## config.mk

```make
export PLATFORM = sky130hd
export DESIGN_NAME = ldpc_frame_loader
export DESIGN_NICKNAME = d
export VERILOG_FILES = /design/src/rtl/ldpc_pkg.sv /design/src/rtl/ldpc_frame_bank.sv /design/src/rtl/ldpc_frame_loader.sv
export SDC_FILE = /design/constraint.sdc
export NUM_CORES = 1
export LEC_CHECK = 0
export ABC_AREA = 1
export ABC_CLOCK_PERIOD_IN_PS = 1900
export BUFFER_PORTS_ARGS = -buffer_cell sky130_fd_sc_hd__clkbuf_2
export CORE_AREA = 2 2 125 219
export DETAILED_ROUTE_END_ITERATION = 8
export DIE_AREA = 0 0 127 221
export PLACE_DENSITY = 0.38
export SYNTH_ARGS = -nofsm -noshare
export SYNTH_HDL_FRONTEND = slang
export SYNTH_SLANG_ARGS = --single-unit
export TNS_END_PERCENT = 100
```

## constraint.sdc

```tcl
create_clock -name clk -period 1.9 [get_ports clk]
set_clock_uncertainty 0.15 [all_clocks]
set_input_delay 0.38 -clock clk [delete_from_list [all_inputs] [get_ports clk]]
set_output_delay 0.38 -clock clk [all_outputs]
set_load 0.02 [all_outputs]
```

## src/rtl/ldpc_pkg.sv

```systemverilog
// ldpc_pkg: frame-size helpers and frame-buffer occupancy encoding shared
// by the LDPC loader, decoder and check blocks.
package ldpc_pkg;

  // Number of full banks held by a ping-pong frame buffer
  typedef enum logic [1:0] {
    OCC_EMPTY = 2'd0,
    OCC_ONE   = 2'd1,
    OCC_TWO   = 2'd2
  } occ_e;

  // Frame size in bits: R block rows of D-bit circulants
  function automatic int frame_bits(input int r, input int d);
    return r * d;
  endfunction

  // Input beats per frame
  function automatic int frame_beats(input int r, input int d, input int in_w);
    return (r * d) / in_w;
  endfunction

  // Beat counter width; never narrower than one bit
  function automatic int cnt_w(input int beats);
    return (beats > 1) ? $clog2(beats) : 1;
  endfunction

endpackage

```

## src/rtl/ldpc_frame_bank.sv

```systemverilog
// ldpc_frame_bank: one N-bit frame register, written one IN_W slice at a
// time (slice wr_idx covers bits [wr_idx*IN_W +: IN_W]), cleared by reset.
module ldpc_frame_bank
  import ldpc_pkg::*;
#(
  parameter int N    = 64,
  parameter int IN_W = 8,
  parameter int BW   = 3
) (
  input  logic            clk,
  input  logic            rst_n,
  input  logic            wr_en,
  input  logic [BW-1:0]   wr_idx,
  input  logic [IN_W-1:0] wr_data,
  output logic [N-1:0]    q
);

  logic [N-1:0] r_q;

  // Slice write; untouched slices keep their value
  always_ff @(posedge clk or negedge rst_n) begin
    if (!rst_n)     r_q <= '0;
    else if (wr_en) r_q[wr_idx*IN_W +: IN_W] <= wr_data;
  end

  assign q = r_q;

endmodule

```

## src/rtl/ldpc_frame_loader.sv

```systemverilog
// ldpc_frame_loader: assembles IN_W-bit beats into R*D-bit frames in two
// ping-pong banks and hands them to the decoder over valid/ready.
// Optional build macro LDPC_LOADER_LEN_CHECK_EN: drop frames whose in_last
// marker disagrees with the beat count and pulse len_err.
module ldpc_frame_loader
  import ldpc_pkg::*;
#(
  parameter int R    = 8,
  parameter int D    = 8,
  parameter int IN_W = 8
) (
  input  logic              clk,
  input  logic              rst_n,
  input  logic [IN_W-1:0]   in_data,
  input  logic              in_valid,
  input  logic              in_last,
  output logic              in_ready,
  output logic [R*D-1:0]    frm_data,
  output logic              frm_valid,
  input  logic              frm_ready,
  output logic              len_err
);

  localparam int N     = frame_bits(R, D);
  localparam int BEATS = frame_beats(R, D, IN_W);
  localparam int BW    = cnt_w(BEATS);
  localparam logic [BW-1:0] LAST_IDX = BW'(BEATS - 1);

  if ((R * D) % IN_W != 0) begin : g_bad_cfg
    $error("ldpc_frame_loader: R*D must be a multiple of IN_W");
  end

  occ_e          r_occ;
  logic          r_wbank;
  logic          r_rbank;
  logic [BW-1:0] r_beat_cnt;

  logic          w_acc;
  logic          w_last_beat;
  logic          w_commit;
  logic          w_drop;
  logic          w_pop;
  logic [1:0][N-1:0] w_bank_q;

  // Handshake decodes come from registered occupancy only
  assign in_ready    = (r_occ != OCC_TWO);
  assign frm_valid   = (r_occ != OCC_EMPTY);
  assign frm_data    = w_bank_q[r_rbank];
  assign w_acc       = in_valid & in_ready;
  assign w_pop       = frm_valid & frm_ready;
  assign w_last_beat = (r_beat_cnt == LAST_IDX);

`ifdef LDPC_LOADER_LEN_CHECK_EN
  logic r_len_err;

  // in_last must coincide exactly with the final beat of the count
  assign w_commit = w_acc & w_last_beat & in_last;
  assign w_drop   = w_acc & (w_last_beat ^ in_last);
  assign len_err  = r_len_err;

  // One-cycle pulse the clock after a malformed frame is dropped
  always_ff @(posedge clk or negedge rst_n) begin
    if (!rst_n) r_len_err <= 1'b0;
    else        r_len_err <= w_drop;
  end
`else
  logic w_unused_last;

  // Frames delimited purely by beat count
  assign w_commit      = w_acc & w_last_beat;
  assign w_drop        = 1'b0;
  assign len_err       = 1'b0;
  assign w_unused_last = in_last;
`endif

  // Beat counter and bank pointers; a dropped frame restarts at slice 0
  always_ff @(posedge clk or negedge rst_n) begin
    if (!rst_n) begin
      r_beat_cnt <= '0;
      r_wbank    <= 1'b0;
      r_rbank    <= 1'b0;
    end else begin
      if (w_acc)    r_beat_cnt <= (w_commit | w_drop) ? '0 : r_beat_cnt + 1'b1;
      if (w_commit) r_wbank    <= ~r_wbank;
      if (w_pop)    r_rbank    <= ~r_rbank;
    end
  end

  // Occupancy FSM; commit and pop in the same cycle cancel out
  always_ff @(posedge clk or negedge rst_n) begin
    if (!rst_n) r_occ <= OCC_EMPTY;
    else begin
      case (r_occ)
        OCC_EMPTY: if (w_commit) r_occ <= OCC_ONE;
        OCC_ONE: begin
          if (w_commit && !w_pop)      r_occ <= OCC_TWO;
          else if (!w_commit && w_pop) r_occ <= OCC_EMPTY;
        end
        OCC_TWO:   if (w_pop) r_occ <= OCC_ONE;
        default:   r_occ <= OCC_EMPTY;
      endcase
    end
  end

  for (genvar g = 0; g < 2; g++) begin : g_bank
    ldpc_frame_bank #(.N(N), .IN_W(IN_W), .BW(BW)) u_bank (
      .clk     (clk),
      .rst_n   (rst_n),
      .wr_en   (w_acc & (r_wbank == 1'(g))),
      .wr_idx  (r_beat_cnt),
      .wr_data (in_data),
      .q       (w_bank_q[g])
    );
  end

endmodule

```

### Word level (Yosys, flattened, before mapping)

Index checks and enable logic that the tools add are counted.

| word-level totals | value |
|---|---|
| register bits after elaboration | 135 |
| logic and storage cells | 42 |

| cells by class | value |
|---|---|
| eq/ne operators | 7 |
| shifts and indexed selects | 2 |
| bitwise logic cells | 7 |
| reduce and logical (&&, ||, !) cells | 7 |
| add/subtract/negate cells | 2 |
| mux-type cells | 10 |
| magnitude comparators | 1 |

Operator list:

| kind | number |
|---|---|
| bitwise mux 64 bit | 2 |
| two-way mux 64 bit | 2 |
| variable shift 8 x 34 -> 64 bit (first input constant) | 1 |
| indexed part select 8 x 34 -> 64 bit | 1 |
| negator 6 -> 34 bit | 1 |
| two-way mux 2 bit | 4 |
| inequality test 2 bit (second input constant) | 3 |
| case mux 2 bit (3 select lines) | 1 |
| AND 1 bit | 5 |
| adder 3 x 1 -> 3 bit (second input constant) | 1 |
| equality test 3 bit (second input constant) | 1 |
| two-way mux 3 bit | 1 |
| inequality test 3 bit (second input constant) | 1 |
| AND reduction 3 bit | 1 |
| equality test 2 x 1 -> 1 bit (second input constant) | 1 |
| equality test 2 bit (second input constant) | 1 |
| logical AND 1 bit | 2 |
| logical NOT 1 bit | 2 |
| logical NOT 2 bit | 1 |
| less-than comparator 1 x 2 -> 1 bit (second input constant) | 1 |
| NOT 1 bit | 2 |
| nonzero test 2 bit | 1 |

### Depth between registers and ports, before layout

Gate-level depths: netlist of run 1.

| depth | value |
|---|---|
| depth after elaboration | 8 |
| gate-level depth with buffers | 10 |
| mapped depth without buffers | 10 |

### By module

From an unflattened synthesis of run 1, not the netlist that was laid out.

| second synthesis, totals | value |
|---|---|
| cell total of the unflattened synthesis | 963 |
| area, all modules | 6,911.6 µm² |

By module, submodules not included:

| module | area an instance (µm²) | cells an instance | seq. area each (µm²) | instances |
|---|---|---|---|---|
| ldpc_frame_bank (g_bank[1].u_bank) | 2,889.0 | 363 | 1,601.5 | 1 |
| ldpc_frame_bank (g_bank[0].u_bank) | 2,819.0 | 345 | 1,601.5 | 1 |
| ldpc_frame_loader | 1,203.7 | 255 | 175.2 | 1 |

### Least setup slack after synthesis of run 1

Ideal clock, no wire load.

| timing path | value |
|---|---|
| path kind | register to register |
| start point | reg r_beat_cnt[0] |
| end point | reg g_bank[0].u_bank.r_q[6] |
| period minus slack after synthesis | 2.083 ns |
| required time | 1.627 ns |
| slack | -0.183 ns |
| stages on the path, launching flop included | 11 |
| arrival | 1.811 ns |
| cell sequence | dfrtp_1 > inv_2 > ha_1 > ha_1 > inv_1 > nand3_1 > nor2_2 > nand2_2 > buf_2 > nand2_1 > o21ai_1 |

| between the ends | value |
|---|---|
| word-level cells in the longest chain between the ends | 3 |
| elaborated cells between the ends (all ways) | 4 |
| those cells by class | 1 x add/sub; 2 x shift; 1 x mux |

Ends and longest elaborated chain:

| item | line | RTL |
|---|---|---|
| start: declaration | ldpc_frame_loader.sv:36 | `logic [BW-1:0] r_beat_cnt;` |
| start signal: assignment | ldpc_frame_loader.sv:83 | `if (w_acc) r_beat_cnt <= (w_commit \| w_drop) ? '0 : r_beat_cnt + 1'b1;` |
| negator 6 -> 34 bit * | ldpc_frame_bank.sv:23 | `else if (wr_en) r_q[wr_idx*IN_W +: IN_W] <= wr_data;` |
| indexed part select 8 x 34 -> 64 bit or variable shift 8 x 34 -> 64 bit (tied branches) | ldpc_frame_bank.sv:23 |  |
| bitwise mux 64 bit * | ldpc_frame_bank.sv:23 |  |
| end signal: indexed assignment | ldpc_frame_bank.sv:23 |  |
| end: declaration | ldpc_frame_bank.sv:18 | `logic [N-1:0] r_q;` |

Mark *: on every way between the ends. The rest lies on a longest branch, timed or not.
A chain may end at the register's enable or synchronous reset.

### Worst setup path in the final report of run 1

| timing path | value |
|---|---|
| start point | reg r_rbank |
| end point | out frm_data[31] |

| between the ends | value |
|---|---|
| word-level cells in the longest chain between the ends | 2 |

Ends and longest elaborated chain:

| item | line | RTL |
|---|---|---|
| start: declaration | ldpc_frame_loader.sv:35 | `logic r_rbank;` |
| start signal: assignment | ldpc_frame_loader.sv:85 | `if (w_pop) r_rbank <= ~r_rbank;` |
| two-way mux 64 bit (not written as such) (2 in series) | ldpc_frame_loader.sv:48 | `assign frm_data = w_bank_q[r_rbank];` |
| end: declaration | ldpc_frame_loader.sv:18 | `output logic [R*D-1:0] frm_data,` |

Every way passes these cells. The select of a mux whose other input is x is not followed.

==> results.cfg, run 1 <==
[status]
status = complete, but fails checks
violations = setup timing

[timing]
fmax_ghz = 0.478
hold_viol_final = 0
min_period_ns = 2.09
rsz0062_at_grt = yes
post-route-period-util = 1.10
setup_viol = 70
holdWs_ns = 0.172
slew_violations = 0
setup_ws_ns = -0.192

[job]
cap_viol_max_count = 0

[floorplanning]
fp.dieArea_mm2 = 0.0281
core_area_mm2 = 0.0263
row_count = 79
dieWidth_um = 127
initial_core_util = 0.247
io_pins = 80
die_h_um = 221

[routing]
vias = 5895
avgViaCountPerCell = 4.29
drt_iter0_markers = 311
ant_nets = 0
drc = 0
wl_per_cell_um = 16.7
firstDrtPassIters = 5
wirelength_um = 23000

[place]
io_buffers = 77
dp_hpwl_um = 14900
gp_congestion = 0.763

[critical_path]
max_stage_delay_ns = 0.41
arrival_ns = 1.56
required_ns = 1.37
cp_cell_sequence = clkinv_4 -> buf_12 -> clkbuf_16 -> nand2_4 -> nand2_2 -> buf_8
start_kind = register
crit_fanout = 5
worst_setup_path_end_kind = output pin
path_class = reg -> out
slowest_stage = dfrtp_2

[synthesis]
yosysSeqAreaShare = 0.519
synth_top_family_by_area = simple AND/OR/NAND/NOR gates
avgSynthCellArea_um2 = 7.47
synth_compound_area_frac = 0.0235
ys_top_cells_by_area = dfrtp_1 (52%), nand2_1 (33%), nor2_4 (2.8%)
syn-cell-area_mm2 = 0.00650
synth.mux.area_fraction = 0
synth_xor_area_frac = 0.00135
yosysTopAreaCell = dfrtp_1
ys_ff_latch = 135
synthCells = 871
yosys.area_share.adder = 0.0154
synthSimpleGateAreaFrac = 0.410
synth_cell_types = 28
yosysTopAreaCellShare = 0.519
syn_nets = 892
yosysWarningCount = 0

[finish]
regArea_mm2 = 0.00338
n_antenna_cell = 0
final_cell_mix = nand2_1 (453), dfrtp_1 (134), nand2_2 (89)
final_common_cell = nand2_1
layout.nets = 1061
multi_input_comb_area_mm2 = 0.00369
area_growth_syn_to_layout_pct = 56.3
fillers = 2740
drive_gt1_frac = 0.363
finish.utilization = 0.387

[cts]
cts-htree-levels = 4
cts.root.buffer_cell = clkbuf_16
cts_tree = yes
clock_sink_count = 135
cts_made_buffers = 17
path_clk_slew_ns = 0.05
clock_path_buffers = 2
clkLatencyLatePin_ns = 0.44

[global_route]
grt_max_degree = 39
grt_pass1_wl_um = 34700
grt_pass1_vias = 6010
track_usage = 0.165
antenna_found_initial = 0
grt-ovfl-total = 0

[hold_path]
hold_class = in -> reg

[power]
leakage_uw = 0.00539
powerDensity_mw_per_mm2 = 1610
vdd_ir_drop_max_mv = 0.770
p_total_uw = 16400
## power breakdown
part / leakage, uW / switching [uW] / internal (uW)
clock network: 0.000260 / 1220 / 1780
registers: 0.00184 / 647 / 3840
logic: 0.00328 / 4800 / 4070
## cell usage after synthesis (all sizes together)
master,number
ha,8
nand3,14
inv,29
a21oi,2
nand2,585
nor3,7
clkbuf,12
xor2,1
o21ai,19
o22ai,1
and3,1
conb,1
buf,7
dfrtp,135
nand4,1
nor2,48
## sequential cells by signal, summed over array words and instances, names as in the netlist
| register | cells |
|---|---|
| g_bank.u_bank.q | 128 |
| r_beat_cnt | 3 |
| r_occ | 2 |
| r_rbank | 1 |
| r_wbank | 1 |
## critical path: cells and delay by family (launching register included)
family | cells | cell delay, ns
and+or+nand+nor | 2 | 0.12
DFF | 1 | 0.41
buffers and inverters | 4 | 0.58
## final cells by class
cell class                 count  area share
clock buffer                  26      0.0491
clock inverter                 4     0.00197
inverter                      29      0.0117
multi-input combinational    689       0.363
sequential                   135       0.332
tap                          324      0.0399
timing repair buffer         168       0.202
## stage by stage
stage | cells | instance area (um2) | TNS, ns | setup WS [ns]
final | 1375 | 10200 | -8.27 | -0.192
after global routing | 1375 | 10200 | -15.45 | -0.242
after CTS | 1358 | 9330 | -10.93 | -0.227
after detailed placement | 1310 | 7760 | -1.16 | -0.0969
after global placement | 1310 | 7760 | -0.586 | -0.0532
after floorplan | 871 | 6540 | 0 | 0.0148
## worst paths after layout
kind / start / end / slack (ns) / cells past startpoint
max in group asynchronous: rst_n / g_bank[0].u_bank.q[56]$_DFFE_PN0P_ / 0.78 / 3
setup reg to reg: r_beat_cnt[0]$_DFFE_PN0N_ / g_bank[0].u_bank.q[38]$_DFFE_PN0P_ / -0.03 / 8
min in group asynchronous: rst_n / g_bank[1].u_bank.q[43]$_DFFE_PN0P_ / 0.28 / 2
setup / recovery: r_rbank$_DFFE_PN0P_ / frm_data[31] / -0.19 / 6
hold / removal: frm_ready / r_occ[1]$_DFFE_PN0P_ / 0.17 / 5
hold reg to reg: g_bank[1].u_bank.q[45]$_DFFE_PN0P_ / g_bank[1].u_bank.q[45]$_DFFE_PN0P_ / 0.32 / 2
## cell families (layout without fill, tap and decap cells)
| kind of cell | Yosys count | count (layout) |
|---|---|---|
| simple gates | 656 | 657 |
| xor+xnor | 1 | 1 |
| flops | 135 | 135 |
| fa+ha+maj | 8 | 8 |
| buf+inv | 48 | 227 |
| compound gates | 22 | 22 |
| other cells | 1 | 1 |
## layer usage
metal | GRT usage | part of all wire | vias to the layer above
met1 | 0.192 | 0.40 | 2803
li1 | - | - | 2986
met2 | 0.297 | 0.55 | 82
met5 | 0 | 0 | -
met4 | 0.0670 | 0.020 | 0
met3 | 0.0283 | 0.024 | 24
## repair_timing
action                     4_1_cts  5_1_grt
hold endpoints to repair        31        0
setup endpoints to repair      122      190
hold buffers                     1        0
pin swaps                       17      131
resized for setup              205      182
cloned                           6        4
setup buffers                   11       13
Power figures use the tool's default switching activity.
==> run 2: changes to the inputs <==
Settings changed: CELL_PAD_IN_SITES_DETAIL_PLACEMENT set to 0, CELL_PAD_IN_SITES_GLOBAL_PLACEMENT set to 1, PLACE_DENSITY 0.38 to 0.49.
==> run 2 against run 1 <==
Net effect: the flow still finishes with violations (setup timing); highest routed layer unchanged; register-to-register slack lost 0.07 ns; clock-buffer cell count shrank 1; final area shrank 0.87%; cell count is essentially flat; utilization shrank 0.34 points; non-clock buffer count shrank 2; critical endpoint is now frm_data[3]; fmax shrank 0.88%; critical path depth shrank 1.
==> results.cfg, run 2 (synthesized netlist as in run 1, its figures left out) <==
[status]
status = complete, but fails checks
violations = setup timing

[floorplanning]
fp.dieArea_mm2 = 0.0281
io_pins = 80
dieWidth_um = 127
initial_core_util = 0.247
die_h_um = 221
row_count = 79
core_area_mm2 = 0.0263

[place]
dp_hpwl_um = 15500
io_buffers = 77
gp_congestion = 0.746
place_area_mm2 = 0.00788
dp_cells = 1321
pre_cts_slack_ns = -0.0542

[cts]
cts_tree = yes
clock_sink_count = 135
clock_path_buffers = 2
cts-htree-levels = 4
clkLatencyLatePin_ns = 0.44
cts_made_buffers = 17
path_clk_slew_ns = 0.06
cts.root.buffer_cell = clkbuf_16

[power]
p_int_uw = 9750
combPwrFrac = 0.510
p_switching_uw = 6680
p_sw_frac = 0.407
leakage_uw = 0.00536
pwr-share-clk = 0.219
vdd_ir_drop_max_mv = 0.662
powerDensity_mw_per_mm2 = 1630
power_frac_seq = 0.271

[job]
cap_viol_max_count = 0

[finish]
drive_gt1_frac = 0.363
fin_cells = 1376
final_area_mm2 = 0.0101
n_antenna_cell = 0
final_cell_mix = nand2_1 (480), dfrtp_1 (133), nand2_2 (70)
final_common_cell = nand2_1
layout.nets = 1060
area_growth_syn_to_layout_pct = 55.0
largest_reg_flops = 128

[timing]
holdWs_ns = 0.0891
post-route-period-util = 1.11
min_period_ns = 2.11
setup_viol = 145
slew_violations = 0
setup_ws_ns = -0.210
hold_viol_final = 0
fmax_ghz = 0.474
rsz0062_at_grt = yes

[global_route]
antenna_found_initial = 0
grt_pass1_wl_um = 35100
grt_pass1_vias = 5918
track_usage = 0.169
grt-ovfl-total = 0
grt_max_degree = 36

[critical_path]
path_class = reg -> out
critical_path.top_delay_family = flip-flops
required_ns = 1.37
slowest_stage = dfrtp_2
worstPathBufferInverterCount = 3
start_kind = register
timing.critical_path.mode_cell = nand2_1
worst_setup_path_end_kind = output pin
arrival_ns = 1.58
max_stage_delay_ns = 0.49
crit_fanout = 15
cp_cell_sequence = inv_8 -> buf_16 -> nand2_1 -> nand2_1 -> clkbuf_8
rrSetupSlack_ns = -0.10

[routing]
wirelength_um = 23400
vias = 5980
drc = 0
drt_iter0_markers = 272
wl_per_cell_um = 17.0
ant_nets = 0
avgViaCountPerCell = 4.35
firstDrtPassIters = 4

[hold_path]
hold_class = in -> reg
==> run 2: final cells by class <==
cell class                      instances  area (um2)
Fill cell                            2813       16200
Multi-Input combinational cell        690        3700
Sequential cell                       135        3380
Timing Repair Buffer                  166        1830
Clock buffer                           25         526
Tap cell                              324         405
Inverter                               29         124
Clock inverter                          7         113
==> run 2: metrics by stage <==
step | total power, uW | setup TNS [ns] | util
after detailed placement | 10200 | -1.39 | 0.300
after floorplan | 7700 | 0 | -
final | 16400 | -14.48 | 0.383
after global routing | 17500 | -28.11 | 0.383
after CTS | 15200 | -14.06 | 0.349
after global placement | 10200 | -1.25 | 0.300
==> run 2: path summary, 6_finish.rpt <==
| check | end | startpoint | cells after the start |
|---|---|---|---|
| hold reg to reg | g_bank[0].u_bank.q[44]$_DFFE_PN0P_ | g_bank[0].u_bank.q[44]$_DFFE_PN0P_ | 2 |
| hold / removal | g_bank[1].u_bank.q[2]$_DFFE_PN0P_ | in_data[2] | 3 |
| max in group asynchronous | r_rbank$_DFFE_PN0P_ | rst_n | 3 |
| setup / recovery | frm_data[3] | r_rbank$_DFFE_PN0P_ | 5 |
| min in group asynchronous | g_bank[0].u_bank.q[46]$_DFFE_PN0P_ | rst_n | 2 |
| setup reg to reg | g_bank[0].u_bank.q[39]$_DFFE_PN0P_ | r_beat_cnt[0]$_DFFE_PN0N_ | 8 |
==> run 2: power by group through the flow <==
stage,clock (uW),combinational (uW),sequential (uW)
finish,3600,8370,4450
global placement,0,5790,4400
CTS,3710,7080,4400
floorplan,0,3410,4290
global route,3840,9040,4580
detailed placement,0,5820,4420
==> run 2: what timing repair did <==
item,in CTS,in global routing
cloned,5,3
endpoints found under the hold margin,29,0
pin swaps,38,131
setup buffers,5,11
resized for setup,120,226
hold buffers,1,0
setup endpoints to repair,146,195
==> run 2: worst reg2reg max path: stages (launching register included) <==
cell,delay [ns]
dfrtp_1,0.42
inv_2,0.07
ha_4,0.17
ha_4,0.35
buf_6,0.13
nand4_1,0.20
nor2_4,0.31
nand2_1,0.09
nand2_1,0.06
==> run 2: routing by layer <==
metal | vias up | part of all wire | wire length (um) | GRT usage
met1 | 2872 | 0.41 | 9520 | 0.195
met5 | - | 0 | 0 | 0
met2 | 83 | 0.55 | 12800 | 0.305
met3 | 31 | 0.022 | 505 | 0.0251
met4 | 0 | 0.023 | 529 | 0.0748
li1 | 2994 | - | - | -
==> run 3: changes to the inputs <==
--- a/constraint.sdc
+++ b/constraint.sdc
@@ -3,3 +3,3 @@
 set_input_delay 0.38 -clock clk [delete_from_list [all_inputs] [get_ports clk]]
 set_output_delay 0.38 -clock clk [all_outputs]
-set_load 0.02 [all_outputs]
+set_load 0.05 [all_outputs]
==> run 3 against run 2 <==
Net effect: the flow still finishes with violations (setup timing); utilization is 3.0 points higher; global-route usage is 0.78 points lower; critical endpoint is now frm_data[57]; critical path type unchanged; first-iteration DRC count is 8.5% lower; wire length is 5.1% lower; via count is 0.99% lower; highest routed layer unchanged; sequential power is 2% higher.
==> results.cfg, run 3 (synthesized netlist as in run 1, its figures left out) <==
[power]
vdd_ir_drop_max_mv = 0.709
p_total_uw = 18800
leakage_uw = 0.00551
powerDensity_mw_per_mm2 = 1730

[finish]
largest_reg_flops = 128
area_growth_syn_to_layout_pct = 66.9
final_cell_mix = nand2_1 (413), dfrtp_1 (133), nand2_2 (96)
fin_cells = 1371
layout.nets = 1057
n_antenna_cell = 0
final_common_cell = nand2_1
drive_gt1_frac = 0.416

[floorplanning]
row_count = 79
die_h_um = 221
dieWidth_um = 127
initial_core_util = 0.247
io_pins = 80
fp.dieArea_mm2 = 0.0281
core_area_mm2 = 0.0263

[place]
dp_hpwl_um = 15200
pre_cts_slack_ns = -0.0772
dp_cells = 1316
gp_congestion = 0.761
io_buffers = 77

[global_route]
antenna_found_initial = 0
grt_pass1_vias = 5932
grt-ovfl-total = 0
grt_max_degree = 81
track_usage = 0.161
grt_pass1_wl_um = 34000

[critical_path]
arrival_ns = 1.59
required_ns = 1.37
start_kind = register
r2r_cells = 12
path_class = reg -> out
worst_setup_path_end_kind = output pin
crit_fanout = 7

[routing]
drt_iter0_markers = 249
vias = 5921
firstDrtPassIters = 4
drc = 0
avgViaCountPerCell = 4.32
wirelength_um = 22200
ant_nets = 0
wl_per_cell_um = 16.2

[cts]
cts.root.buffer_cell = clkbuf_16
cts_tree = yes
path_clk_slew_ns = 0.06
clock_path_buffers = 2
clkLatencyLatePin_ns = 0.43
cts_made_buffers = 17
cts-htree-levels = 4
clock_sink_count = 135

[timing]
slew_violations = 0
fmax_ghz = 0.472
post-route-period-util = 1.12
setup_ws_ns = -0.219
min_period_ns = 2.12
setup_viol = 103
hold_viol_final = 0
holdWs_ns = 0.159
rsz0062_at_grt = yes

[status]
status = complete, but fails checks
violations = setup timing

[job]
cap_viol_max_count = 0

[hold_path]
hold_class = in -> reg
holdPathStages = 3
run 3: path summary, 6_finish.rpt:
kind	start	end	slack, ns
min	in_data[2]	g_bank[1].u_bank.q[2]$_DFFE_PN0P_	0.16
min reg2reg	g_bank[1].u_bank.q[38]$_DFFE_PN0P_	g_bank[1].u_bank.q[38]$_DFFE_PN0P_	0.32
min in group asynchronous	rst_n	g_bank[0].u_bank.q[47]$_DFFE_PN0P_	0.17
max	r_rbank$_DFFE_PN0P_	frm_data[57]	-0.22
max reg2reg	r_beat_cnt[1]$_DFFE_PN0N_	g_bank[1].u_bank.q[51]$_DFFE_PN0P_	-0.04
max in group asynchronous	rst_n	g_bank[0].u_bank.q[27]$_DFFE_PN0P_	0.75
run 3: metal layers:
layer  vias to the layer above  global-route usage  share of wire
li1                       2998                   -              -
met5                         -                   0              0
met2                        79               0.290           0.56
met1                      2831               0.190           0.40
met4                         0              0.0493          0.011
met3                        13              0.0334          0.024
run 3: repair_timing:
item                       4_1_cts  5_1_grt
setup endpoints to repair      137      196
cloned                           2        4
hold endpoints to repair       135        0
hold buffers                     1        0
buffers inserted                 5       14
resized for setup               90      207
pin swaps                       31      186
run 3: cell type report:
cell class	instances	area (um2)
clock buffer	27	503
timing repair buffer	163	2370
tap	324	405
sequential	135	3380
fill	2689	15400
clock inverter	3	17.5
multi-input combinational	690	4060
inverter	29	119
run 3: critical path, stage by stage (launching register included):
cell and delay, ns:
dfrtp_2 0.44, clkinv_4 0.12, buf_12 0.17, clkbuf_16 0.17
nand2_4 0.06, nand2_4 0.05, buf_12 0.14
run 3: metrics by stage:
stage                     cell area, um2  setup TNS, ns   util
after floorplan                     6660              0      -
after global placement              8900          -1.83  0.339
after detailed placement            8900          -1.99  0.339
after CTS                           9880         -14.45  0.376
after global routing               10900         -29.64  0.413
final                              10900         -12.11  0.413
run 3: where the power goes:
| part | switching (uW) | leakage [uW] | internal (uW) |
|---|---|---|---|
| sequential | 717 | 0.00184 | 3840 |
| clock | 1210 | 0.000253 | 1790 |
| combinational | 6330 | 0.00342 | 4870 |
